`src/rtl/ms_timer_ctrl.sv`:
```
// ms_timer_ctrl: millisecond tick, random-wait and reaction-measurement datapath for the reaction-timer FSM
// Ports:
//   clk, rst_n          clock, asynchronous active-low reset
//   cmd_valid/cmd_op    command handshake in (0 CLEAR, 1 RAND_WAIT, 2 MEASURE, 3 treated as CLEAR)
//   cmd_ready           high in IDLE and HOLD
//   abort               synchronous abort to IDLE, highest priority
//   stop_evt            single-cycle stop pulse
//   ms, rand_target     current/frozen count, latched random-wait target
//   tick, busy          1 ms pulse while busy, busy in RWAIT/MEASURE
//   done, early         completion pulse, stop-during-RWAIT pulse
//   overflow            level, set on measurement saturation
// Build option: define MS_TIMER_FAST_SIM_EN to force a 4-cycle prescaler for short simulations.
module ms_timer_ctrl #(
    parameter int          CLK_HZ       = 100000000,
    parameter int          TICK_HZ      = 1000,
    parameter int          RAND_MIN_MS  = 1000,
    parameter int          RAND_SPAN_MS = 4096,
    parameter int          MAX_MS       = 9999,
    parameter logic [15:0] LFSR_SEED    = 16'hACE1
) (
    input  logic        clk,
    input  logic        rst_n,
    input  logic        cmd_valid,
    input  logic [1:0]  cmd_op,
    output logic        cmd_ready,
    input  logic        abort,
    input  logic        stop_evt,
    output logic [15:0] ms,
    output logic [15:0] rand_target,
    output logic        tick,
    output logic        busy,
    output logic        done,
    output logic        early,
    output logic        overflow
);
`ifdef MS_TIMER_FAST_SIM_EN
    localparam int PRESCALE = 4;
`else
    localparam int PRESCALE = CLK_HZ / TICK_HZ;
`endif
    localparam int          PW   = PRESCALE > 1 ? $clog2(PRESCALE) : 1;
    localparam logic [PW-1:0] PMAX = PW'(PRESCALE - 1);
    localparam logic [15:0] MASK = 16'(RAND_SPAN_MS - 1);

    if (RAND_MIN_MS + RAND_SPAN_MS - 1 > 65535) begin : g_range_err
        $error("RAND_MIN_MS + RAND_SPAN_MS - 1 must fit in 16 bits");
    end
    if ((RAND_SPAN_MS & (RAND_SPAN_MS - 1)) != 0) begin : g_span_err
        $error("RAND_SPAN_MS must be a power of 2");
    end
    if (LFSR_SEED == 16'h0) begin : g_seed_err
        $error("LFSR_SEED must be nonzero");
    end

    typedef enum logic [1:0] {IDLE, RWAIT, MEASURE, HOLD} state_t;

    state_t        state, state_nx;
    logic [PW-1:0] presc;
    logic [15:0]   lfsr, ms_nx, tgt_nx;
    logic          ovf_nx, accept;

    always_ff @(posedge clk or negedge rst_n) begin
        if (!rst_n) begin
            state       <= IDLE;
            ms          <= '0;
            rand_target <= '0;
            overflow    <= 1'b0;
            presc       <= '0;
            lfsr        <= LFSR_SEED;
        end else begin
            state       <= state_nx;
            ms          <= ms_nx;
            rand_target <= tgt_nx;
            overflow    <= ovf_nx;
            presc       <= (abort || accept || !busy || tick) ? '0 : presc + 1'b1;
            // Galois form of x^16+x^14+x^13+x^11+1, free-running
            lfsr        <= {1'b0, lfsr[15:1]} ^ (lfsr[0] ? 16'hB400 : 16'h0);
        end
    end

    always_comb begin
        busy      = state == RWAIT || state == MEASURE;
        // an abort in the same cycle wins, so the command is not taken then
        cmd_ready = !busy && !abort;
        accept    = cmd_valid && cmd_ready;
        tick      = busy && presc == PMAX;
        state_nx  = state;
        ms_nx     = ms;
        tgt_nx    = rand_target;
        ovf_nx    = overflow;
        done      = 1'b0;
        early     = 1'b0;
        if (abort) begin
            state_nx = IDLE;
            ms_nx    = '0;
        end else if (accept) begin
            ms_nx    = '0;
            ovf_nx   = 1'b0;
            state_nx = cmd_op == 2'd1 ? RWAIT : cmd_op == 2'd2 ? MEASURE : IDLE;
            tgt_nx   = cmd_op == 2'd1 ? 16'(RAND_MIN_MS) + (lfsr & MASK) : rand_target;
        end else if (state == RWAIT) begin
            if (stop_evt) begin
                early    = 1'b1;
                state_nx = IDLE;
            end else if (tick) begin
                ms_nx    = ms + 16'd1;
                done     = ms_nx == rand_target;
                state_nx = done ? IDLE : RWAIT;
            end
        end else if (state == MEASURE) begin
            if (stop_evt) begin
                done     = 1'b1;
                state_nx = HOLD;
            end else if (tick) begin
                // saturate instead of stepping past MAX_MS
                ovf_nx   = ms >= 16'(MAX_MS);
                ms_nx    = ovf_nx ? 16'(MAX_MS) : ms + 16'd1;
                done     = ovf_nx;
                state_nx = ovf_nx ? HOLD : MEASURE;
            end
        end
    end
endmodule

```
`config.mk`:
```
export PLATFORM = sky130hd
export DESIGN_NAME = ms_timer_ctrl
export DESIGN_NICKNAME = d
export VERILOG_FILES = /design/src/rtl/ms_timer_ctrl.sv
export SDC_FILE = /design/constraint.sdc
export NUM_CORES = 1
export LEC_CHECK = 0
export ABC_AREA = 1
export CELL_PAD_IN_SITES_DETAIL_PLACEMENT = 1
export CELL_PAD_IN_SITES_GLOBAL_PLACEMENT = 2
export CORE_ASPECT_RATIO = 1.5
export CORE_MARGIN = 5
export CORE_UTILIZATION = 33
export DETAILED_ROUTE_END_ITERATION = 8
export GPL_ROUTABILITY_DRIVEN = 0
export PLACE_DENSITY = 0.92
export SETUP_SLACK_MARGIN = 0.1
export SLEW_MARGIN = 15
export SYNTH_ARGS = -nofsm -noshare
export SYNTH_HDL_FRONTEND = slang
export SYNTH_SLANG_ARGS = --single-unit
```
`constraint.sdc`:
```
create_clock -name clk -period 2.3 [get_ports clk]
set_clock_uncertainty 0.1 [all_clocks]
set_input_delay 0.46 -clock clk [delete_from_list [all_inputs] [get_ports clk]]
set_output_delay 0.46 -clock clk [all_outputs]
set_load 0.01 [all_outputs]
```
# After elaboration in Yosys (flattened, before gate mapping)
# Index checks and enable logic that the tools add are counted.
# W data, S select, Z words.
# classes
n_addsub,3
magnitude_cmp,1
n_eq_ne,14
mux,40
bitwise,2
n_reduce_logical,16
# ops
operator,n
$mux W16,10
$mux W2,10
$mux W1,19
$add A17 B1 Y17 const B,1
$eq A17 B17 Y1 const B,1
$mux W17,1
$add A16 B1 Y16 const B,1
$eq A16 B16 Y1,1
$ge A16 B14 Y1 const B,1
$ne A4 B4 Y1 const B,4
$xor A15 B16 Y16,1
$add A10 B12 Y13 const A,1
$ne A5 B5 Y1 const B,2
$reduce_and A5 Y1,2
$reduce_and A3 Y1,2
$eq A2 B1 Y1 const B,2
$eq A2 B2 Y1 const B,2
$logic_or A1 B1 Y1,4
$reduce_bool A2 Y1,2
$reduce_bool A4 Y1,1
$logic_and A1 B1 Y1,3
$logic_not A1 Y1,2
$ne A2 B1 Y1 const B,1
$ne A2 B2 Y1 const B,1
$not A1 Y1,1
# word_totals
ff_bits,68
inputBits,7
out_inout_bits,38
elab_cells,82

# Depth between registers and ports, before layout
# Gate-level depths: netlist of the first run.
# logic_depth
word_depth,9
ltp_mapped,16
depth_no_buf,16

# Least setup slack after synthesis of the first run
# No wires, ideal clock.
# synth_timing
path_type,register to output
from,register ms[1]
to,output done
t_arrival_ns,1.701
required_time_ns,1.740
slack_ns,0.039
path_stages_with_launch,14
path_buffers,0
path_cell_list,dfrtp_1 > ha_1 > nand2_1 > nor2_4 > nand3_1 > nand2_1 > nand2_1 > nand2_1 > nand2_1 > nor2_1 > nand2_1 > nor2_2 > nand3_1 > a21oi_1
# synth_via
elab_chain_len,7
word_cells_on_any_way,11
classes_between,add/sub (1); order compare (1); eq/ne (1); mux (8)
# synth_rtl
element,line_no,text
from (decl),28,"output logic [15:0] ms,"
from (signal assigned),72,ms <= ms_nx;
$add A16 B1 Y16 / $ge A16 B14 Y1 (equally long branches),"106, 116",
$eq A16 B16 Y1 / $mux W1 (equally long branches),"107, 114",
$mux W1 (on tied branches),"105, 111",
$mux W1 (on tied branches),"102, 110",
$mux W1 (*),101,end else if (state == RWAIT) begin
$mux W1 (*),96,end else if (accept) begin
$mux W1 (*),93,if (abort) begin
to (decl),32,"output logic done,"
# Every way passes the cells marked *; elsewhere a longest branch is shown, timed or not.

# Final worst setup path of the first run
# Ends and elaborated chain as after synthesis.

==> results_dict.tcl, run 1 <==
set metrics [dict create \
    leakagePower_nw 2.710 \
    seq_area_mm2 0.001638 \
    rows 46 \
    p_sw_mw 1.749 \
    syn_inst 454 \
    crit_path_max_fanout 5 \
    core-area_mm2 0.01065 \
    synth_warnings 0 \
    maxCapViolCount 0 \
    worst_slew_pin_slew_ns 0.6276 \
    wirelength_um 13460 \
    synth_top_area_share_pct 39.72 \
    dp_hpwl_um 9469 \
    async_flop_share_pct 100.0 \
    whs_ns 0.05002 \
    final.period_utilization_pct 122.9 \
    worstPathArrival_ns 2.27 \
    synth_seq_area_share_pct 45.57 \
    p_int_mw 3.247 \
    relSlewSlack_pct 58.16 \
    cp-start-kind "register" \
    power_density_mw_per_mm2 869.9 \
    drtPass1Iterations 4 \
    yosys_most_used_dff "dfrtp_1" \
    seqPwrFrac_pct 28.7 \
    post-route-util_pct 53.94 \
    initial_core_util_pct 33.73 \
    drc 0 \
    htreeDepth 3 \
    synth-seq-cells 65 \
    vias 3806 \
    fp.dieH_um 137.8 \
    die_area_mm2 0.01311 \
    multi_input_area_mm2 0.002039 \
    dieWidth_um 95.17 \
    final_max_slew_viol_count 0 \
    area.growth.synth_to_final_pct 59.93 \
    grt_max_degree 37 \
    clk_pin_slew_worst_paths_ns 0.05 \
    overflow 0 \
    crit_slowest_cell "dfrtp_1" \
    ir_drop_mv 0.5490 \
    status "finished, violations left" \
    cp.required_ns 1.74 \
    post-route-min-period_ns 2.826 \
    endpoint_kind "primary output" \
    synthTopCellsByCount "nand2_1, dfrtp_1, inv_1" \
    antenna_found_initial 0 \
    final.setup.tns_ns -2.796 \
    placement.cell_area_mm2 0.004915 \
    pwr-share-clk_pct 25.5 \
    fin_ws_ns -0.5257 \
    final_cells 769 \
    rsz0062_at_grt "yes" \
    ff2ff_setup_slack_ns -0.18 \
    violations "negative setup slack" \
    io_pins 45 \
    worstSetupPathType "register to primary output" \
    startpoint "ms[1]" \
    cts_buffers 9 \
    pwr-share-comb_pct 45.7 \
    p_total_mw 4.996 \
    max_freq_mhz 353.9 \
    slowest_delay_ns 0.39 \
    synth.largest_area_cell "dfrtp_1" \
    synth_most_common_cell "nand2_1" \
    synthTopCellsByArea "dfrtp_1, nand2_1, dfstp_2" \
    hp-class "input pin to async pin" \
    setup_viol 19 \
    syn_avg_cell_area_um2 7.910 \
    synth_cell_types 33 \
    diodes 0 \
    hold_viol 0 \
    via_per_inst 4.949 \
    synth_area_mm2 0.003591 \
    clock_latency_ns 0.33 \
    grt_pass1_vias 4212 \
    switching_share_pct 35.02 \
    ant_nets 0 \
    dp_cells 734 \
    numPortBuffers 41 \
    nFillCells 1281 \
    crit_path_cell_trace "buf_6 > nand2_4 > nor2_4 > nand2_2 > nand3_2 > nand2_2 > nor2_2 > nand2_2 > nor2_2 > nand2_1 > nor2_2 > nand3_1 > a21oi_2 > buf_2" \
    cts_max_path_buffers 2 \
    r2r_start "state[1]" \
    grt_util_all_layers_pct 21.05 \
    fin_area_mm2 0.005743 \
    nNetsFinal 632 \
    drt_iter0_markers 93 \
    cts_sinks 65 \
    synth_edf_count 0 \
    grt_pass1_wl_um 20860 \
    dp_slack_ns -0.6320 \
    wl_per_cell_um 17.51 \
    cts_tree "built" \
    cts_root_buffer "clkbuf_16" \
    drive_above_1_share_pct 39.36 \
]
[power by group through the flow]
stage / combinational [mW] / clock, mW / sequential, mW
after detailed placement: 1.82 / 0 / 1.43
after global routing: 2.45 / 1.37 / 1.45
after floorplan: 0.652 / 0 / 1.47
final: 2.29 / 1.28 / 1.44
after CTS: 2.10 / 1.31 / 1.42
after global placement: 1.74 / 0 / 1.42
[cells by family after synthesis]
logic type	share of synthesized area, %
other	0.1044
and+or+nand+nor	31.74
AOI/OAI and AO/OA	8.955
buffers and inverters	7.213
DFF	45.57
xor gates and xnor gates	4.669
adders and majority gates	1.742
[worst paths after layout]
path / end / cells after the start
max: done / 14
min: rand_target[1] / 1
max reg2reg: ms[2] / 14
min reg2reg: lfsr[11] / 0
max in group asynchronous: lfsr[10] / 2
min in group clk: lfsr[11] / 0
[cells in the final DEF, fill, tap and decap left out, types with 5 or more instances in the layout]
cell type	netlist	final
a21oi_1	12	10
buf_4	3	104
buf_6	1	12
clkbuf_16	0	9
clkdlybuf4s50_1	0	33
dfrtp_1	57	56
dfstp_2	8	8
inv_1	50	45
inv_2	8	10
nand2_1	119	99
nand2_2	4	18
nand2_4	0	5
nand3_1	41	28
nand3_2	3	13
nand4_1	10	10
nor2_1	36	28
nor2_2	7	9
nor2_4	5	11
nor3_1	8	7
o21ai_0	25	21
o21ai_1	13	7
o21ai_2	5	14
xor2_1	11	11
[critical path, delay by kind of cell, from the launching register on]
family	cells	cell delay (ns)
compound gates	1	0.15
flops	1	0.39
simple gates	11	1.12
buf+inv	2	0.27
[metal layers]
metal,share of wire [%],global-route usage (%),up-vias
met1,34,20.49,1895
met4,5.1,11.72,0
met3,2.0,3.880,42
met2,59,40.44,66
li1,-,-,1803
met5,0,0,-
[repair_timing]
item,in CTS,in global routing
hold buffers,0,0
setup endpoints to repair,22,25
buffers inserted,7,13
resized for setup,60,63
pin swaps,18,36
gates cloned,1,0
[flip-flops by register name, summed over array words and instances, names as in the netlist]
register	count
presc	17
overflow	1
lfsr	16
ms	16
state	2
rand_target	13
[cell type report]
class	count	area share, %
timing repair buffer	159	24.10
inverter	58	3.943
tap	144	3.137
clock inverter	3	0.2614
multi-input combinational	327	35.51
clock buffer	13	4.532
sequential	65	28.52
(Power assumes the default switching activity.)
==> run 2, diff against run 1 <==
--- a/config.mk
+++ b/config.mk
@@ -5,15 +5,15 @@
 export SDC_FILE = /design/constraint.sdc
 export NUM_CORES = 1
 export LEC_CHECK = 0
-export ABC_AREA = 1
 export CELL_PAD_IN_SITES_DETAIL_PLACEMENT = 1
 export CELL_PAD_IN_SITES_GLOBAL_PLACEMENT = 2
 export CORE_ASPECT_RATIO = 1.5
 export CORE_MARGIN = 5
-export CORE_UTILIZATION = 33
+export CORE_UTILIZATION = 36
+export CTS_BUF_LIST = sky130_fd_sc_hd__clkbuf_2 sky130_fd_sc_hd__clkbuf_4 sky130_fd_sc_hd__clkbuf_8
 export DETAILED_ROUTE_END_ITERATION = 8
 export GPL_ROUTABILITY_DRIVEN = 0
-export PLACE_DENSITY = 0.92
+export PLACE_DENSITY = 0.94
 export SETUP_SLACK_MARGIN = 0.1
 export SLEW_MARGIN = 15
 export SYNTH_ARGS = -nofsm -noshare
==> run 2 against run 1 <==
The run still ends with negative setup slack left. Die area decreased by 8.8%. Sequential power down 4%. Non-clock buffer count rose by 21. Sequential share of layout area is 1.1 points lower. Routed wire length grew 39%. Worst setup slack lost 0.62 ns. Combinational power rose by 37%. Largest cell class unchanged. Largest power group unchanged.
==> results_dict.tcl, run 2 <==
set metrics [dict create \
    status "finished, violations left" \
    violations "negative setup slack" \
    fp.dieH_um 131.5 \
    synth_seq_area_share_pct 46.22 \
    placement.cell_area_mm2 0.004896 \
    ir_drop_mv 0.5796 \
    drc 0 \
    worstSetupPathType "register to primary output" \
    dieWidth_um 90.98 \
    syn_inst 376 \
    synth-seq-cells 65 \
    synth_top_area_share_pct 40.28 \
    wl_per_cell_um 27.99 \
    nNetsFinal 559 \
    min_path_cells 0 \
    final_max_slew_viol_count 0 \
    hp-class "register to register" \
    post-route-min-period_ns 3.449 \
    yosys_most_used_dff "dfrtp_1" \
    max_freq_mhz 290.0 \
    cts_buffers 9 \
    worstPathArrival_ns 2.89 \
    endpoint_kind "primary output" \
    grt_pass1_vias 4400 \
    synth_edf_count 0 \
    synth_most_common_cell "dfrtp_1" \
    setup_viol 36 \
    wirelength_um 18670 \
    hold_viol 0 \
    cts_sinks 65 \
    cts_tree "built" \
    async_flop_share_pct 100.0 \
    core-area_mm2 0.009634 \
    worst_slew_pin_slew_ns 0.4919 \
    top_register "presc" \
    rsz0062_at_grt "yes" \
    synthTopCellsByArea "dfrtp_1, dfstp_2, xor2_1" \
    relSlewSlack_pct 66.78 \
    layout_commonest_cell "buf_4" \
    fin_area_mm2 0.005982 \
    numPortBuffers 41 \
    antenna_found_initial 0 \
    drtPass1Iterations 5 \
    via_per_inst 6.093 \
    initial_core_util_pct 36.75 \
    rows 44 \
    final.period_utilization_pct 149.9 \
    cts_root_buffer "clkbuf_8" \
    leakagePower_nw 2.651 \
    synth.largest_area_cell "dfrtp_1" \
    grt_max_degree 39 \
    drive_above_1_share_pct 46.92 \
    synth_warnings 0 \
    fin_ws_ns -1.149 \
    grt_pass1_wl_um 24140 \
    htreeDepth 3 \
    crit_path_max_fanout 4 \
    synth_cell_types 53 \
    area.growth.synth_to_final_pct 68.94 \
    cts_max_path_buffers 2 \
    power_density_mw_per_mm2 972.1 \
    ant_nets 0 \
    grt_util_all_layers_pct 25.49 \
    nFillCells 1035 \
    largest_reg_flops 17 \
    synth_area_mm2 0.003541 \
    drt_iter0_markers 282 \
    top_regs "presc (17), lfsr (16), ms (16)" \
    syn_avg_cell_area_um2 9.417 \
    clk_pin_slew_worst_paths_ns 0.09 \
    dp_hpwl_um 9537 \
    io_pins 45 \
    synthTopCellsByCount "dfrtp_1, nand2_1, nor2_1" \
    diodes 0 \
    cp.required_ns 1.74 \
    maxCapViolCount 0 \
    final_cell_mix "buf_4, dfrtp_1, clkdlybuf4s50_1, nor2_1, xor2_1" \
    reg2reg_depth 10 \
    p_total_mw 5.815 \
    overflow 0 \
    die_area_mm2 0.01196 \
    cp-start-kind "register" \
    clock_latency_ns 0.39 \
    vias 4064 \
]
[run 2: area by class of cell]
cell class,count,area [µm²],area share [%]
Clock buffer,10,137.6,2.301
Clock inverter,6,112.6,1.882
Inverter,16,63.81,1.067
Multi-Input combinational cell,275,2272,37.98
Sequential cell,65,1642,27.44
Tap cell,115,143.9,2.405
Timing Repair Buffer,180,1610,26.92
[run 2: per-stage QoR]
| step | cells | setup TNS (ns) | worst slack (ns) | util (%) | hold slack [ns] |
|---|---|---|---|---|---|
| 2_1_floorplan | 378 | -0.9530 | -0.3892 | - | 0.06441 |
| 3_3_place_gp | 621 | -4.849 | -0.9592 | 50.82 | 0.2375 |
| 3_5_place_dp | 621 | -5.189 | -0.9686 | 50.82 | 0.2387 |
| 4_1_cts | 646 | -3.620 | -0.9446 | 56.31 | 0.2626 |
| 5_1_grt | 667 | -8.967 | -1.191 | 62.09 | 0.2724 |
| 6_report | 667 | -6.272 | -1.149 | 62.09 | 0.2610 |
[run 2: report_power, final]
group,switching (mW),internal [mW]
clock,0.545,0.754
combinational,1.58,1.55
sequential,0.127,1.25
[run 2: repair_timing]
action | in CTS | in global routing
buffers inserted | 10 | 18
pin swaps | 20 | 37
gates cloned | 1 | 4
hold buffers | 1 | 0
setup endpoints to repair | 35 | 52
resized for setup | 67 | 88
endpoints found under the hold margin | 10 | 0
[run 2: kinds of logic after synthesis]
family	Yosys count	synth area share (%)
AOI/OAI and AO/OA	87	16.68
and+or+nand+nor	133	18.73
adders and majority gates	5	1.767
xor gates and xnor gates	42	10.39
muxes	5	1.519
other	1	0.1059
buffers and inverters	38	4.593
DFF	65	46.22
[run 2: worst paths after layout]
kind                           from       end  slack, ns
min                        lfsr[12]  lfsr[11]       0.26
max                           ms[5]      done      -1.15
min reg2reg                lfsr[12]  lfsr[11]       0.26
max reg2reg                   ms[2]  state[0]      -0.63
max in group asynchronous     rst_n   lfsr[6]       1.11
min in group asynchronous     rst_n  presc[7]       0.41
[run 2: critical path, stage by stage (launching register included)]
cell and delay, ns:
dfrtp_1 0.43, nand4_1 0.30, buf_4 0.27, nor3_4 0.28
xnor2_2 0.18, nand4_1 0.25, o41a_1 0.49, a211oi_2 0.15
buf_2 0.15
[run 2: routing by layer]
| metal | up-vias | track usage, % | wire, µm | part of all wire, % |
|---|---|---|---|---|
| li1 | 1687 | - | - | - |
| met1 | 2074 | 25.43 | 6715 | 36 |
| met3 | 93 | 5.149 | 922 | 4.9 |
| met5 | - | 0 | 0 | 0 |
| met2 | 210 | 46.27 | 9797 | 52 |
| met4 | 0 | 17.37 | 1230 | 6.6 |
